==> config.mk <==
export PLATFORM = sky130hd
export DESIGN_NAME = mp3_trigger_sequencer
export DESIGN_NICKNAME = d
export VERILOG_FILES = /design/src/rtl/mp3_trigger_sequencer.sv
export SDC_FILE = /design/constraint.sdc
export NUM_CORES = 1
export LEC_CHECK = 0
export CORE_MARGIN = 10
export CORE_UTILIZATION = 54
export DETAILED_ROUTE_END_ITERATION = 7
export HOLD_SLACK_MARGIN = 0.12
export PLACE_DENSITY = 0.76
export SLEW_MARGIN = 40
export SYNTH_ARGS = -nofsm -noshare
export SYNTH_HDL_FRONTEND = slang
export SYNTH_SLANG_ARGS = --single-unit
==> constraint.sdc <==
create_clock -name clock -period 3.7 [get_ports clock]
set_clock_uncertainty 0.2 [all_clocks]
set_input_delay 0.74 -clock clock [delete_from_list [all_inputs] [get_ports clock]]
set_output_delay 0.74 -clock clock [all_outputs]
set_load 0.01 [all_outputs]
==> src/rtl/mp3_trigger_sequencer.sv <==
// Queued trigger sequencer: requests enter a FIFO and are played one at a time
// as a single active-low pulse on trigger_out[n], followed by an all-high gap.
//
// Ports:
//   clock, reset    : rising-edge clock, synchronous active-high reset
//   play_req        : request strobe
//   Number_to_Play  : track number 1..NUM_TRIGGERS for the request
//   trigger_out     : registered active-low trigger lines [NUM_TRIGGERS:1]
//   busy            : FSM not idle or FIFO not empty
//   req_ack/req_err : one-cycle accept/reject pulse for the previous-edge request
//   queue_full      : FIFO holds QUEUE_DEPTH entries
module mp3_trigger_sequencer #(
  parameter int NUM_TRIGGERS = 18,
  parameter int SEL_WIDTH    = 6,
  parameter int PULSE_CYCLES = 1666,
  parameter int GAP_CYCLES   = 1666,
  parameter int QUEUE_DEPTH  = 4
) (
  input  logic                    clock,
  input  logic                    reset,
  input  logic                    play_req,
  input  logic [SEL_WIDTH-1:0]    Number_to_Play,
  output logic [NUM_TRIGGERS:1]   trigger_out,
  output logic                    busy,
  output logic                    req_ack,
  output logic                    req_err,
  output logic                    queue_full
);

  localparam int PW  = $clog2(QUEUE_DEPTH);
  localparam int CW  = PW + 1;
  localparam int PCW = $clog2(PULSE_CYCLES + 1);
  localparam int GCW = $clog2(GAP_CYCLES + 1);

  typedef enum logic [1:0] {
    S_IDLE,
    S_PULSE,
    S_GAP
  } state_t;

  state_t               r_state;
  logic [SEL_WIDTH-1:0] r_mem [QUEUE_DEPTH];
  logic [PW-1:0]        r_wr_ptr;
  logic [PW-1:0]        r_rd_ptr;
  logic [CW-1:0]        r_count;
  logic [PCW-1:0]       r_pulse_cnt;
  logic [GCW-1:0]       r_gap_cnt;

  logic                  w_valid;
  logic                  w_push;
  logic                  w_pop;
  logic                  w_empty;
  logic [SEL_WIDTH-1:0]  w_head;
  logic [NUM_TRIGGERS:1] w_low_mask;

  assign w_empty    = (r_count == '0);
  assign queue_full = (r_count == CW'(QUEUE_DEPTH));
  assign w_valid    = play_req
                    && (Number_to_Play != '0)
                    && (Number_to_Play <= SEL_WIDTH'(NUM_TRIGGERS));
  // Full is judged on pre-edge occupancy, so a pop on the same edge
  // does not make room for a push.
  assign w_push     = w_valid && !queue_full;
  assign w_pop      = (r_state == S_IDLE) && !w_empty;
  assign w_head     = r_mem[r_rd_ptr];
  assign busy       = (r_state != S_IDLE) || !w_empty;

  always_comb begin
    w_low_mask = '0;
    for (int i = 1; i <= NUM_TRIGGERS; i++) begin
      if (w_head == SEL_WIDTH'(i)) w_low_mask[i] = 1'b1;
    end
  end

  always_ff @(posedge clock) begin
    if (w_push) r_mem[r_wr_ptr] <= Number_to_Play;
  end

  always_ff @(posedge clock) begin
    if (reset) begin
      r_wr_ptr <= '0;
      r_rd_ptr <= '0;
      r_count  <= '0;
      req_ack  <= 1'b0;
      req_err  <= 1'b0;
    end else begin
      req_ack <= w_push;
      req_err <= play_req && !w_push;
      if (w_push) r_wr_ptr <= r_wr_ptr + PW'(1);
      if (w_pop)  r_rd_ptr <= r_rd_ptr + PW'(1);
      if (w_push && !w_pop)      r_count <= r_count + CW'(1);
      else if (!w_push && w_pop) r_count <= r_count - CW'(1);
    end
  end

  always_ff @(posedge clock) begin
    if (reset) begin
      r_state     <= S_IDLE;
      trigger_out <= '1;
      r_pulse_cnt <= '0;
      r_gap_cnt   <= '0;
    end else begin
      case (r_state)
        S_IDLE: begin
          if (w_pop) begin
            r_state     <= S_PULSE;
            r_pulse_cnt <= PCW'(PULSE_CYCLES);
            trigger_out <= ~w_low_mask;
          end
        end
        S_PULSE: begin
          if (r_pulse_cnt == PCW'(1)) begin
            r_state     <= S_GAP;
            r_gap_cnt   <= GCW'(GAP_CYCLES);
            trigger_out <= '1;
          end else begin
            r_pulse_cnt <= r_pulse_cnt - PCW'(1);
          end
        end
        S_GAP: begin
          if (r_gap_cnt == GCW'(1)) r_state <= S_IDLE;
          else r_gap_cnt <= r_gap_cnt - GCW'(1);
        end
        default: begin
          r_state     <= S_IDLE;
          trigger_out <= '1;
        end
      endcase
    end
  end

endmodule

-- Word level (Yosys, flattened, before mapping)
Memories as Yosys holds them, arrays and structs flattened. A register that Yosys moved wholly into a read port is not among the register bits.
Cells that the tools add are included.
- flip-flop bits (word level): 51
- bits in writable memories: 24
- bits of input ports: 9
- logic and storage cells: 107
- memories: 1
- $add $sub $neg: 6
- $lt $le $gt $ge: 1
- equality and inequality tests: 28
- multiplexer cells: 37
- bitwise logic cells: 2
- reductions and logical operators: 23
- memories (name ; words ; bits a word ; read ports ; clocked after Yosys merged registers in ; write ports ; line ; text):
    r_mem ; 4 ; 6 ; 1 ; 1 ; 1 ; 42 ; logic [SEL_WIDTH-1:0] r_mem [QUEUE_DEPTH];
- operators by type and width (kind ; count):
    $pmux W18 S3 ; 1
    $eq A6 B4 Y1 const B ; 8
    $mux W11 ; 4
    $pmux W11 S2 ; 2
    $mux W18 ; 2
    $eq A6 B3 Y1 const B ; 4
    $eq A11 B1 Y1 const B ; 2
    $sub A11 B1 Y11 const B ; 2
    $mux W1 ; 20
    $eq A6 B5 Y1 const B ; 3
    $not A18 Y18 ; 1
    $eq A6 B2 Y1 const B ; 2
    $reduce_and A3 Y1 ; 4
    $mux W2 ; 5
    $ne A2 B2 Y1 const B ; 5
    $reduce_bool A2 Y1 ; 4
    $logic_and A1 B1 Y1 ; 7
    $eq A6 B1 Y1 const B ; 1
    $le A6 B5 Y1 const B ; 1
    $mux W3 ; 2
    $pmux W2 S3 ; 1
    $reduce_bool A6 Y1 ; 1
    $add A2 B1 Y2 const B ; 2
    $logic_not A1 Y1 ; 4
    other kinds (9) ; 9

-- Depth between registers and ports, before layout
- word-level depth: 8
- gate-level depth with buffers: 10
- gate-level depth less buffers: 9

-- Least setup slack after synthesis
Ideal clock, no wire load.
- path type: in2reg
- start point: in Number_to_Play[0]
- end point: reg r_count[2]
- library setup time: 0.070 ns
- arrival: 2.830 ns
- data required time: 3.430 ns
- setup slack: 0.600 ns
- cell stages on the path: 9
- cells stage by stage: a211oi_1 > mux2i_1 > nor4b_2 > ha_1 > inv_1 > fa_1 > xor2_1 > or3_1 > a21oi_1
- longest elaborated chain between the ends: 7
- elaborated cells between the ends (all ways): 10
- those cells by class: order compare: 1; mux: 1; reduce/logical: 8
- ends and longest elaborated chain (item ; line ; text):
    start: declaration ; 22 ; input logic [SEL_WIDTH-1:0] Number_to_Play,
    branches (longest 2 deep; another with $le A6 B5 Y1) ; -- ;
    $logic_and A1 B1 Y1 * ; 60 ; && (Number_to_Play <= SEL_WIDTH'(NUM_TRIGGERS));
    $logic_and A1 B1 Y1 * ; 63 ; assign w_push = w_valid && !queue_full;
    via w_push ; 50 ; logic w_push;
    $logic_not A1 Y1 ; 92 ; else if (!w_push && w_pop) r_count <= r_count - CW'(1);
    $logic_and A1 B1 Y1 ; 92 ;
    $reduce_bool A2 Y1 (no source line) ; -- ;
    end signal: assignment ; 91 ; if (w_push && !w_pop) r_count <= r_count + CW'(1);
    end signal: assignment ; 92 ;
    end: declaration ; 45 ; logic [CW-1:0] r_count;
Mark *: on every way through the listed nets, which the timed path passes.
A chain may end at the register's enable or synchronous reset.

-- Worst setup path after layout
Ends and elaborated chain as after synthesis.

==> Flow_metrics.wiki <==
{| class="wikitable"
! Metric !! Value
|-
| Result of the run || finished clean
|-
| Share of the clock period used by the worst path after layout || 0.850
|-
| Net switching share of the total power || 0.361
|-
| Net switching power figure || 0.000955 W
|-
| Cell leakage power || 1.51 nW
|-
| Synthesized flop and latch total || 77
|-
| Max-cap violations || 0
|-
| Utilization after layout || 0.642
|-
| Total power per unit cell area || 657 mW/mm2
|-
| Layout-stage area growth over the synthesis result || 16.8%
|-
| Placed Instances || 418
|-
| Crit Path Max Fanout || 6
|-
| GR Util All Layers || 0.137
|-
| Syn avg cell area || 10.8 um2
|-
| Detailed Route WL || 6.48 mm
|-
| Flop2flop setup slack || 1.18 ns
|-
| Height of the die || 99.9 um
|-
| Row count || 29
|-
| Clk slew on worst S/H paths || 0.09 ns
|-
| Number of enable flip-flop cells after synthesis || 24
|-
| Number of remaining DRC errors || 0
|-
| Worst IR Drop VDD || 0.367 mV
|-
| Share of synthesized flip-flops with an asynchronous set or reset || 0
|-
| Full die area || 0.00998 mm2
|-
| TNS Setup || 0 ns
|-
| Estimated wirelength of the detail-placed design || 4.67 mm
|-
| Total congestion overflow after global routing || 0
|-
| Count of input and output buffers || 30
|-
| Vias in the first global route || 2,327
|-
| Via/cell ratio || 5.48
|-
| Worst setup SP type || input pin
|-
| Buffer type at the clock tree root || sky130_fd_sc_hd__clkbuf_8
|-
| Final Hold Fails || 0
|-
| Routed length per placed instance || 14.9 um
|-
| Chip Width || 99.9 um
|-
| Clock share of power || 0.247
|-
| # setup viols final || 0
|-
| Maximum number of pins on one net before global-route repair || 24
|-
| Clock tree from TritonCTS || yes
|-
| Starting density of the core || 0.549
|-
| Iteration-0 DRC count of the detailed router || 75
|-
| Type of destination of the critical path || register
|-
| Setup repair after global routing missed its margin || false
|-
| Number of setup buffers added after CTS || 0
|-
| Net total in the final layout || 371
|-
| RD Place Congestion || 0.766
|-
| Initial antenna violation count || 0
|-
| Total of hold buffers inserted after clock tree synthesis || 0
|-
| Synth Net Count || 337
|-
| Final critical path time including I/O delays and setup || 3.15 ns
|-
| 1st-pass router iterations || 4
|-
| Internal power contribution || 0.00169 W
|-
| Antenna Diode Count || 0
|-
| Max Clk Rate || 318 MHz
|-
| First-pass GRT wire length || 11.2 mm
|-
| Number of buffers inserted during clock tree synthesis || 9
|-
| Number of vias in the routed layout || 2,380
|-
| Setup CP Type || in -> reg
|-
| Antenna-violating nets left || 0
|-
| Hold slack final || 0.286 ns
|-
| Seq pwr share || 0.420
|-
| Hold Startpoint || trigger_out[13]
|-
| Leading register cell type out of synthesis || sky130_fd_sc_hd__dfxtp_1
|-
| Distinct cell type count of the synthesized netlist || 48
|-
| Yosys warning count || 0
|-
| Cells after Synth || 318
|-
| Count of clock tree sinks || 77
|-
| Proportion of layout cells with a drive suffix above 1 || 0.0980
|-
| Critical Path AT || 3.22 ns
|-
| Relative slew margins || 0.600
|-
| Req. time, crit path || 3.78 ns
|-
| Number of max-slew violations in the final report || 0
|-
| Reg-to-reg startpoint || r_state[0]
|-
| Total number of H-tree levels || 3
|-
| Setup crit start || Number_to_Play[0]
|-
| Most frequent cells in the layout || 53 x sky130_fd_sc_hd__dfxtp_1, 40 x sky130_fd_sc_hd__nor2_1, 30 x sky130_fd_sc_hd__clkdlybuf4s50_1
|-
| Clock Latency Late Sink || 0.35 ns
|-
| Core ar. || 0.00628 mm2
|-
| Min-delay worst type || reg -> reg
|-
| Logic gate share of total power || 0.334
|-
| Sequential area share after synthesis || 0.517
|-
| Cell Area, Synth || 0.00345 mm2
|-
| Gates resized, CTS repair || 0
|-
| Worst-margin pin slew || 0.592 ns
|-
| Clock tree buffer depth || 2
|-
| Commonest non-fill, non-tap cell in the layout || sky130_fd_sc_hd__dfxtp_1
|-
| I/O pin count || 31
|-
| Final cell count without fillers || 434
|}
-- flip-flops by register name (all words and copies together) (netlist names), named ones only --
name and cells:
r_gap_cnt 11, trigger_out 18, r_rd_ptr 2, r_pulse_cnt 11, r_count 3, r_mem 24, r_wr_ptr 2, req_ack 1
r_state 2, req_err 1
-- cells in the mapped netlist (3+ instances only) --
cell | count | share of area
sky130_fd_sc_hd__a21oi_1 | 14 | 0.020
sky130_fd_sc_hd__and2_1 | 4 | 0.0073
sky130_fd_sc_hd__and3_1 | 6 | 0.011
sky130_fd_sc_hd__clkbuf_1 | 7 | 0.0076
sky130_fd_sc_hd__dfxtp_1 | 53 | 0.31
sky130_fd_sc_hd__edfxtp_1 | 24 | 0.21
sky130_fd_sc_hd__ha_1 | 9 | 0.033
sky130_fd_sc_hd__inv_1 | 8 | 0.0087
sky130_fd_sc_hd__mux2i_1 | 5 | 0.015
sky130_fd_sc_hd__mux4_1 | 3 | 0.023
sky130_fd_sc_hd__nand2_1 | 9 | 0.0098
sky130_fd_sc_hd__nand2b_1 | 14 | 0.025
sky130_fd_sc_hd__nand3_1 | 7 | 0.010
sky130_fd_sc_hd__nand4_1 | 3 | 0.0054
sky130_fd_sc_hd__nor2_1 | 40 | 0.044
sky130_fd_sc_hd__nor2b_1 | 7 | 0.013
sky130_fd_sc_hd__nor3_1 | 16 | 0.023
sky130_fd_sc_hd__nor3b_1 | 4 | 0.0087
sky130_fd_sc_hd__nor4_1 | 5 | 0.0091
sky130_fd_sc_hd__nor4_2 | 3 | 0.011
sky130_fd_sc_hd__o21ai_0 | 3 | 0.0044
sky130_fd_sc_hd__o21bai_1 | 12 | 0.026
sky130_fd_sc_hd__o2bb2ai_1 | 6 | 0.015
sky130_fd_sc_hd__or2_2 | 3 | 0.0054
sky130_fd_sc_hd__or3_1 | 5 | 0.0091
sky130_fd_sc_hd__or4_1 | 4 | 0.0087
sky130_fd_sc_hd__xnor2_1 | 7 | 0.018
sky130_fd_sc_hd__xor2_1 | 12 | 0.030
-- routing by layer --
metal  GRT usage  share of wire  up-vias
met3      0.0474          0.047        8
met2       0.213           0.47       35
met5           0              0        -
li1            -              -     1208
met4      0.0595          0.014        0
met1       0.168           0.47     1129
-- logic make-up (layout without fill, tap and decap cells) --
family / count (synthesis) / count (layout) / synth area share
xor+xnor: 19 / 19 / 0.0483
mux: 11 / 11 / 0.0537
compound gates: 43 / 43 / 0.0856
buf+inv: 19 / 58 / 0.0258
fa+ha+maj: 10 / 10 / 0.0385
simple gates: 139 / 139 / 0.231
flops: 77 / 77 / 0.517
-- power groups by stage --
| stage | clock network (W) | registers [W] | logic, W |
|---|---|---|---|
| final | 0.000652 | 0.00111 | 0.000883 |
| after global routing | 0.000710 | 0.00113 | 0.00100 |
| after CTS | 0.000672 | 0.00111 | 0.000885 |
| after detailed placement | 0 | 0.00113 | 0.000878 |
| after global placement | 0 | 0.00112 | 0.000862 |
| after floorplan | 0 | 0.00108 | 0.000735 |
-- critical path, stage by stage --
cell and delay (ns):
sky130_fd_sc_hd__clkdlybuf4s50_1 0.51, sky130_fd_sc_hd__a211oi_1 0.27, sky130_fd_sc_hd__mux2i_1 0.14, sky130_fd_sc_hd__nor4b_2 0.28, sky130_fd_sc_hd__ha_1 0.23, sky130_fd_sc_hd__inv_1 0.06, sky130_fd_sc_hd__fa_1 0.37, sky130_fd_sc_hd__xor2_1 0.16
sky130_fd_sc_hd__or3_1 0.31, sky130_fd_sc_hd__a21oi_1 0.14
-- area by class of cell --
class                           instances  area (um2)
Clock buffer                            9         124
Clock inverter                          7        82.6
Inverter                                8        30.0
Multi-Input combinational cell        222        1580
Fill cell                             490        2250
Tap cell                               77        96.3
Sequential cell                        77        1780
Timing Repair Buffer                   34         330
-- through the flow --
step | instance area (um2) | setup slack [ns] | power [W]
2_1_floorplan | 3450 | 0.600 | 0.00182
3_3_place_gp | 3820 | 0.299 | 0.00198
3_5_place_dp | 3820 | 0.188 | 0.00201
4_1_cts | 4020 | 0.574 | 0.00267
5_1_grt | 4030 | 0.315 | 0.00285
6_report | 4030 | 0.554 | 0.00265
-- path summary, 6_finish.rpt --
path	end	cells after the start
setup reg to reg	r_count[2]	8
setup / recovery	r_count[2]	10
hold / removal	trigger_out[13]	2
hold reg to reg	trigger_out[13]	2
Power figures use the tool's default switching activity.
